<file path="config.mk">
export PLATFORM = sky130hd
export DESIGN_NAME = uart_tx_arb
export DESIGN_NICKNAME = d
export VERILOG_FILES = /design/src/rtl/uart_tx_arb_pkg.sv /design/src/rtl/uart_rr_pick.sv /design/src/rtl/uart_tx_arb.sv
export SDC_FILE = /design/constraint.sdc
export NUM_CORES = 1
export LEC_CHECK = 0
export CAP_MARGIN = 20
export CORE_ASPECT_RATIO = 1.5
export CORE_MARGIN = 4
export CORE_UTILIZATION = 31
export DETAILED_ROUTE_END_ITERATION = 8
export PLACE_DENSITY = 0.59
export SLEW_MARGIN = 20
export SYNTH_ARGS = -nofsm -noshare
export SYNTH_HDL_FRONTEND = slang
export SYNTH_HIERARCHICAL = 1
export SYNTH_SLANG_ARGS = --single-unit
export TNS_END_PERCENT = 5
</file>
<file path="constraint.sdc">
create_clock -name clk -period 3.9 [get_ports clk]
set_clock_uncertainty 0.05 [all_clocks]
set_input_delay 0.585 -clock clk [delete_from_list [all_inputs] [get_ports clk]]
set_output_delay 0.585 -clock clk [all_outputs]
set_load 0.005 [all_outputs]
</file>
<file path="src/rtl/uart_tx_arb_pkg.sv">
// Shared definitions for the UART TX report arbiter: FSM encodings and default sizes.
package uart_tx_arb_pkg;

  localparam int unsigned seq_dp_width     = 16;
  localparam int unsigned UART_ARB_NUM_REQ = 4;
  localparam int unsigned UART_ARB_RW      = 2;

  typedef enum logic [1:0] {
    ST_IDLE      = 2'd0,
    ST_ISSUE     = 2'd1,
    ST_WAIT_BUSY = 2'd2,
    ST_WAIT_DONE = 2'd3
  } arb_state_e;

endpackage

</file>
<file path="src/rtl/uart_rr_pick.sv">
// Combinational round-robin picker: first set bit of i_pend at or above i_ptr, with wrap.
module uart_rr_pick
  import uart_tx_arb_pkg::*;
#(
  parameter int unsigned NUM_REQ = UART_ARB_NUM_REQ,
  localparam int unsigned IW     = $clog2(NUM_REQ)
) (
  input  logic [NUM_REQ-1:0] i_pend,
  input  logic [IW-1:0]      i_ptr,
  output logic [IW-1:0]      o_idx,
  output logic               o_valid
);

  // Scan offsets from farthest to nearest so the nearest pending index wins.
  always_comb begin
    int          w_j;
    logic [IW-1:0] w_idx;
    o_idx   = i_ptr;
    o_valid = 1'b0;
    w_j     = 0;
    w_idx   = '0;
    for (int i = int'(NUM_REQ) - 1; i >= 0; i--) begin
      w_j = int'(i_ptr) + i;
      if (w_j >= int'(NUM_REQ)) begin
        w_j = w_j - int'(NUM_REQ);
      end
      w_idx = IW'(w_j);
      if (i_pend[w_idx]) begin
        o_idx   = w_idx;
        o_valid = 1'b1;
      end
    end
  end

endmodule

</file>
<file path="src/rtl/uart_tx_arb.sv">
// Round-robin arbiter sharing one uart_top report path among NUM_REQ one-entry buffers.
// Optional per-requester saturating drop counters: define UART_TX_ARB_DROP_CNT_EN.
module uart_tx_arb
  import uart_tx_arb_pkg::*;
#(
  parameter int unsigned NUM_REQ = UART_ARB_NUM_REQ,
  parameter int unsigned DW      = seq_dp_width,
  parameter int unsigned RW      = UART_ARB_RW,
  localparam int unsigned IW     = $clog2(NUM_REQ)
) (
  input  logic                  clk,
  input  logic                  rst,
  input  logic [NUM_REQ-1:0]    i_req_stb,
  input  logic [NUM_REQ*DW-1:0] i_req_data,
  input  logic [NUM_REQ*RW-1:0] i_req_reg,
  output logic [NUM_REQ-1:0]    o_req_pend,
  output logic [NUM_REQ-1:0]    o_req_drop,
  output logic [DW-1:0]         o_tx_data,
  output logic [RW-1:0]         o_tx_reg,
  output logic                  o_tx_stb,
  input  logic                  i_tx_busy,
`ifdef UART_TX_ARB_DROP_CNT_EN
  output logic [NUM_REQ*8-1:0]  o_drop_cnt,
`endif
  output logic [IW-1:0]         o_grant
);

  arb_state_e         r_state;
  logic [IW-1:0]      r_rr_ptr;
  logic [IW-1:0]      r_grant;
  logic [DW-1:0]      r_tx_data;
  logic [RW-1:0]      r_tx_reg;
  logic               r_tx_stb;
  logic [NUM_REQ-1:0] r_pend;
  logic [NUM_REQ-1:0] r_drop;
  logic [DW-1:0]      r_buf_data [NUM_REQ];
  logic [RW-1:0]      r_buf_reg  [NUM_REQ];

  logic [NUM_REQ-1:0] w_clr;
  logic [NUM_REQ-1:0] w_accept;
  logic [NUM_REQ-1:0] w_drop;
  logic [IW-1:0]      w_win;
  logic               w_win_vld;

  uart_rr_pick #(
    .NUM_REQ (NUM_REQ)
  ) u_pick (
    .i_pend  (r_pend),
    .i_ptr   (r_rr_ptr),
    .o_idx   (w_win),
    .o_valid (w_win_vld)
  );

  // A strobe landing in its own ISSUE cycle re-arms the buffer instead of dropping.
  always_comb begin
    w_clr    = '0;
    w_accept = '0;
    w_drop   = '0;
    for (int k = 0; k < int'(NUM_REQ); k++) begin
      w_clr[k]    = (r_state == ST_ISSUE) && (r_grant == IW'(k));
      w_accept[k] = i_req_stb[k] && (!r_pend[k] || w_clr[k]);
      w_drop[k]   = i_req_stb[k] && r_pend[k] && !w_clr[k];
    end
  end

  always_ff @(posedge clk) begin
    if (rst) begin
      r_pend <= '0;
      r_drop <= '0;
      for (int k = 0; k < int'(NUM_REQ); k++) begin
        r_buf_data[k] <= '0;
        r_buf_reg[k]  <= '0;
      end
    end else begin
      r_drop <= w_drop;
      for (int k = 0; k < int'(NUM_REQ); k++) begin
        if (w_accept[k]) begin
          r_pend[k]     <= 1'b1;
          r_buf_data[k] <= i_req_data[k*DW +: DW];
          r_buf_reg[k]  <= i_req_reg[k*RW +: RW];
        end else if (w_clr[k]) begin
          r_pend[k] <= 1'b0;
        end
      end
    end
  end

  // Tag/data/grant only change on IDLE exit: uart_top reads i_reg live while printing.
  always_ff @(posedge clk) begin
    if (rst) begin
      r_state   <= ST_IDLE;
      r_rr_ptr  <= '0;
      r_grant   <= '0;
      r_tx_data <= '0;
      r_tx_reg  <= '0;
      r_tx_stb  <= 1'b0;
    end else begin
      case (r_state)
        ST_IDLE: begin
          if (w_win_vld && !i_tx_busy) begin
            r_grant   <= w_win;
            r_tx_data <= r_buf_data[w_win];
            r_tx_reg  <= r_buf_reg[w_win];
            r_rr_ptr  <= (w_win == IW'(NUM_REQ - 1)) ? '0 : w_win + 1'b1;
            r_tx_stb  <= 1'b1;
            r_state   <= ST_ISSUE;
          end
        end
        ST_ISSUE: begin
          r_tx_stb <= 1'b0;
          r_state  <= ST_WAIT_BUSY;
        end
        ST_WAIT_BUSY: begin
          if (i_tx_busy) r_state <= ST_WAIT_DONE;
        end
        ST_WAIT_DONE: begin
          if (!i_tx_busy) r_state <= ST_IDLE;
        end
        default: begin
          r_tx_stb <= 1'b0;
          r_state  <= ST_IDLE;
        end
      endcase
    end
  end

  assign o_req_pend = r_pend;
  assign o_req_drop = r_drop;
  assign o_tx_data  = r_tx_data;
  assign o_tx_reg   = r_tx_reg;
  assign o_tx_stb   = r_tx_stb;
  assign o_grant    = r_grant;

`ifdef UART_TX_ARB_DROP_CNT_EN
  logic [7:0] r_drop_cnt [NUM_REQ];

  always_ff @(posedge clk) begin
    if (rst) begin
      for (int k = 0; k < int'(NUM_REQ); k++) r_drop_cnt[k] <= '0;
    end else begin
      for (int k = 0; k < int'(NUM_REQ); k++) begin
        if (w_drop[k] && (r_drop_cnt[k] != 8'hFF)) r_drop_cnt[k] <= r_drop_cnt[k] + 8'd1;
      end
    end
  end

  always_comb begin
    o_drop_cnt = '0;
    for (int k = 0; k < int'(NUM_REQ); k++) o_drop_cnt[k*8 +: 8] = r_drop_cnt[k];
  end
`endif

endmodule

</file>
==> impl_metrics.env <==
export IMPL_dr_pass1_iters=4
export IMPL_setup_viol=0
export IMPL_regArea_um2=2820
export IMPL_syn_to_final_growth_pct=35.2
export IMPL_fill_cells=1285
export IMPL_routed_via_density=4.57
export IMPL_grt_max_degree=22
export IMPL_drt_wl_total_um=11400
export IMPL_ff2ff_path_depth=5
export IMPL_grt_busiest_layer="met2"
export IMPL_combPwrFrac_pct=21.7
export IMPL_synth_fa_ha_area_share_pct=1.40
export IMPL_p_int_mw=2.34
export IMPL_clock_latency_ps=340
export IMPL_async_reset_ff_share_pct=0
export IMPL_vias=2790
export IMPL_syn_area_um2=4480
export IMPL_synth_mux_area_share_pct=9.50
export IMPL_fmax_ghz=0.355
export IMPL_worstSetupStartpoint="o_req_pend[3]$_SDFFE_PP0P_"
export IMPL_io_pins=108
export IMPL_fp_dieW_um=106
export IMPL_syn_nets=391
export IMPL_clk_path_buf_depth=2
export IMPL_synth_compound_area_share_pct=7.66
export IMPL_track_usage_pct=14.3
export IMPL_row_count=53
export IMPL_use_met3_pct=2.99
export IMPL_grt_pass1_vias=3014
export IMPL_synth_seq_cells=105
export IMPL_finalNetCount=498
export IMPL_synth_top_family_by_area="simple AND/OR/NAND/NOR gates"
export IMPL_fin_crit_ps=2810
export IMPL_p_clk_share_pct=33.3
export IMPL_multiInputGateArea_um2=1530
export IMPL_synthSimpleGateAreaFrac_pct=15.6
export IMPL_hold_class="reg -> reg"
export IMPL_ys_types=38
export IMPL_grt_pass1_wl_um=17400
export IMPL_core_um2=14100
export IMPL_ys_seq_area_share_pct=63.1
export IMPL_maxSlewHeadroom_pct=27.6
export IMPL_r2r_start="o_req_pend[3]$_SDFFE_PP0P_"
export IMPL_wl_per_cell_um=18.7
export IMPL_cts_setup_buffers=0
export IMPL_finalHoldViolCount=0
export IMPL_antenna_found_initial=0
export IMPL_synthFlopType="edfxtp_1"
export IMPL_ctsResizeCount=0
export IMPL_r2r_slack_ps=1090
export IMPL_netlist_instances=307
export IMPL_critical_path_max_fanout=20
export IMPL_gr_total_overflow=0
export IMPL_p_sw_share_pct=24.9
export IMPL_chipHeight_um=155
export IMPL_p_per_area_nw_per_um2=514
export IMPL_antenna_cells=0
export IMPL_holdBufCountCts=0
export IMPL_crit_arrival_ps=3000
export IMPL_period_share_pct=72.2
export IMPL_p_leak_nw=2.25
export IMPL_maxSlewViolCount=0
export IMPL_final_setup_tns_ps=0
export IMPL_place_ws_ps=1020
export IMPL_worst_pin_slew_ps=1090
export IMPL_holdPathStages=1
export IMPL_vdd_ir_drop_max_v=0.000245
export IMPL_min_from="o_tx_data[8]$_SDFFE_PP0P_"
export IMPL_run_status="finished, final reports clean"
export IMPL_cts_root_buf="clkbuf_16"
export IMPL_postRouteAntennaNets=0
export IMPL_synth_edf_count=72
export IMPL_gp_congestion=0.779
export IMPL_die_area_um2=16500
export IMPL_setup_slack_ps=1090
export IMPL_path_class="reg -> reg"
export IMPL_min_delay_worst_endpoint="o_tx_data[8]$_SDFFE_PP0P_"
export IMPL_start_util_pct=31.7
export IMPL_switching_power_uw=776
export IMPL_cts_sinks=105
export IMPL_p_total_mw=3.11
export IMPL_cp_start_kind="flop"
export IMPL_critPathRequiredTime_ps=4080
export IMPL_initialDrtViolationCount=87
export IMPL_synth_avg_cell_area_um2=14.6
export IMPL_critPathCaptureType="flop"
export IMPL_io_buffers=107
export IMPL_yosysWarnings=6
export IMPL_cts_buffers=9
export IMPL_rsz0062_at_grt="false"
export IMPL_r2r_end="o_tx_data[2]$_SDFFE_PP0P_"
export IMPL_drv_cap=0
export IMPL_dp_hpwl_um=7970
export IMPL_drive_gt1_share_pct=11.2
export IMPL_use_met2_pct=26.8
export IMPL_fin_hold_ws_ps=427
export IMPL_cts_htree_levels=3
export IMPL_synthXorXnorAreaFrac_pct=0
export IMPL_seqPwrFrac_pct=45.0
export IMPL_use_met1_pct=16.0
export IMPL_clk_transition_reported_paths_ps=70
export IMPL_route_detailed_drc=0
export IMPL_largest_register_ffs=64
export IMPL_tritoncts="yes"
==> placed cells by master, fill, tap and decap left out, drive strengths merged, types with 3 or more instances in the layout <==
master / Yosys / final
clkbuf: 1 / 11
nand3: 4 / 4
dfxtp: 33 / 33
a21oi: 9 / 9
and2: 72 / 72
nor3: 4 / 4
nor2: 10 / 10
ha: 5 / 5
o21ai: 5 / 5
edfxtp: 72 / 72
inv: 8 / 8
nand2: 11 / 11
and2b: 4 / 4
mux4: 18 / 18
a22o: 19 / 19
bufinv: 0 / 3
clkdlybuf4s50: 0 / 107
a21o: 4 / 4
==> synthesized netlist by cell type (4+ instances only) <==
master	number	share of area [%]
nor3_1	4	0.45
nor2_1	8	0.67
buf_2	6	0.67
inv_1	8	0.67
a22o_1	19	3.7
buf_6	4	1.0
a21oi_1	8	0.89
mux4_2	18	9.1
ha_1	5	1.4
dfxtp_1	33	15
edfxtp_1	72	48
a21o_1	4	0.67
nand2_1	10	0.84
and2_1	72	10
==> critical path, stage by stage, from the launching register on <==
cell and delay (ps):
dfxtp_1 530, and3b_1 230, or4_1 460, nand2_1 780
mux4_2 420, a22o_1 240
==> worst max-delay path by stage <==
stage                                      end  cells past startpoint
6_report             o_tx_data[2]$_SDFFE_PP0P_                      5
3_3_place_gp   r_buf_data[0][10]$_SDFFCE_PN0P_                      3
4_1_cts              o_tx_data[2]$_SDFFE_PP0P_                      5
3_5_place_dp   r_buf_data[0][10]$_SDFFCE_PN0P_                      3
2_1_floorplan        o_tx_data[0]$_SDFFE_PP0P_                      7
5_1_grt              o_tx_data[2]$_SDFFE_PP0P_                      5
==> routing by layer <==
| layer | routed length [um] | vias up |
|---|---|---|
| li1 | - | 1346 |
| met1 | 4390 | 1371 |
| met2 | 6510 | 65 |
| met3 | 412 | 8 |
| met4 | 131 | 0 |
| met5 | 0 | - |
==> cell families (layout without fill, tap and decap cells) <==
group | after synthesis | in the layout
AND/OR/NAND/NOR | 113 | 113
buffers and inverters | 21 | 133
adder cells (fa/ha/maj) | 5 | 5
flip-flops | 105 | 105
AO/OA/AOI/OAI | 43 | 43
multiplexers | 20 | 20
==> cell type report <==
cell class | instances | area share [%]
Sequential cell | 105 | 46.6
Multi-Input combinational cell | 181 | 25.3
Timing Repair Buffer | 109 | 17.9
Clock buffer | 11 | 4.01
Tap cell | 192 | 3.97
Clock inverter | 5 | 1.69
Inverter | 8 | 0.496
==> power by group through the flow <==
stage / sequential [mW] / combinational, mW / clock (mW)
after global placement: 1.42 / 0.671 / 0
after floorplan: 1.40 / 0.419 / 0
after detailed placement: 1.42 / 0.686 / 0
after CTS: 1.40 / 0.689 / 1.06
after global routing: 1.41 / 0.740 / 1.10
final: 1.40 / 0.676 / 1.04
==> stage by stage <==
stage,utilization (%),cell area (um2),cells
2_1_floorplan,-,4480,307
3_3_place_gp,40.4,5710,595
3_5_place_dp,40.4,5710,595
4_1_cts,42.9,6050,611
5_1_grt,42.9,6050,611
6_report,42.9,6050,611
(Power assumes the default switching activity.)
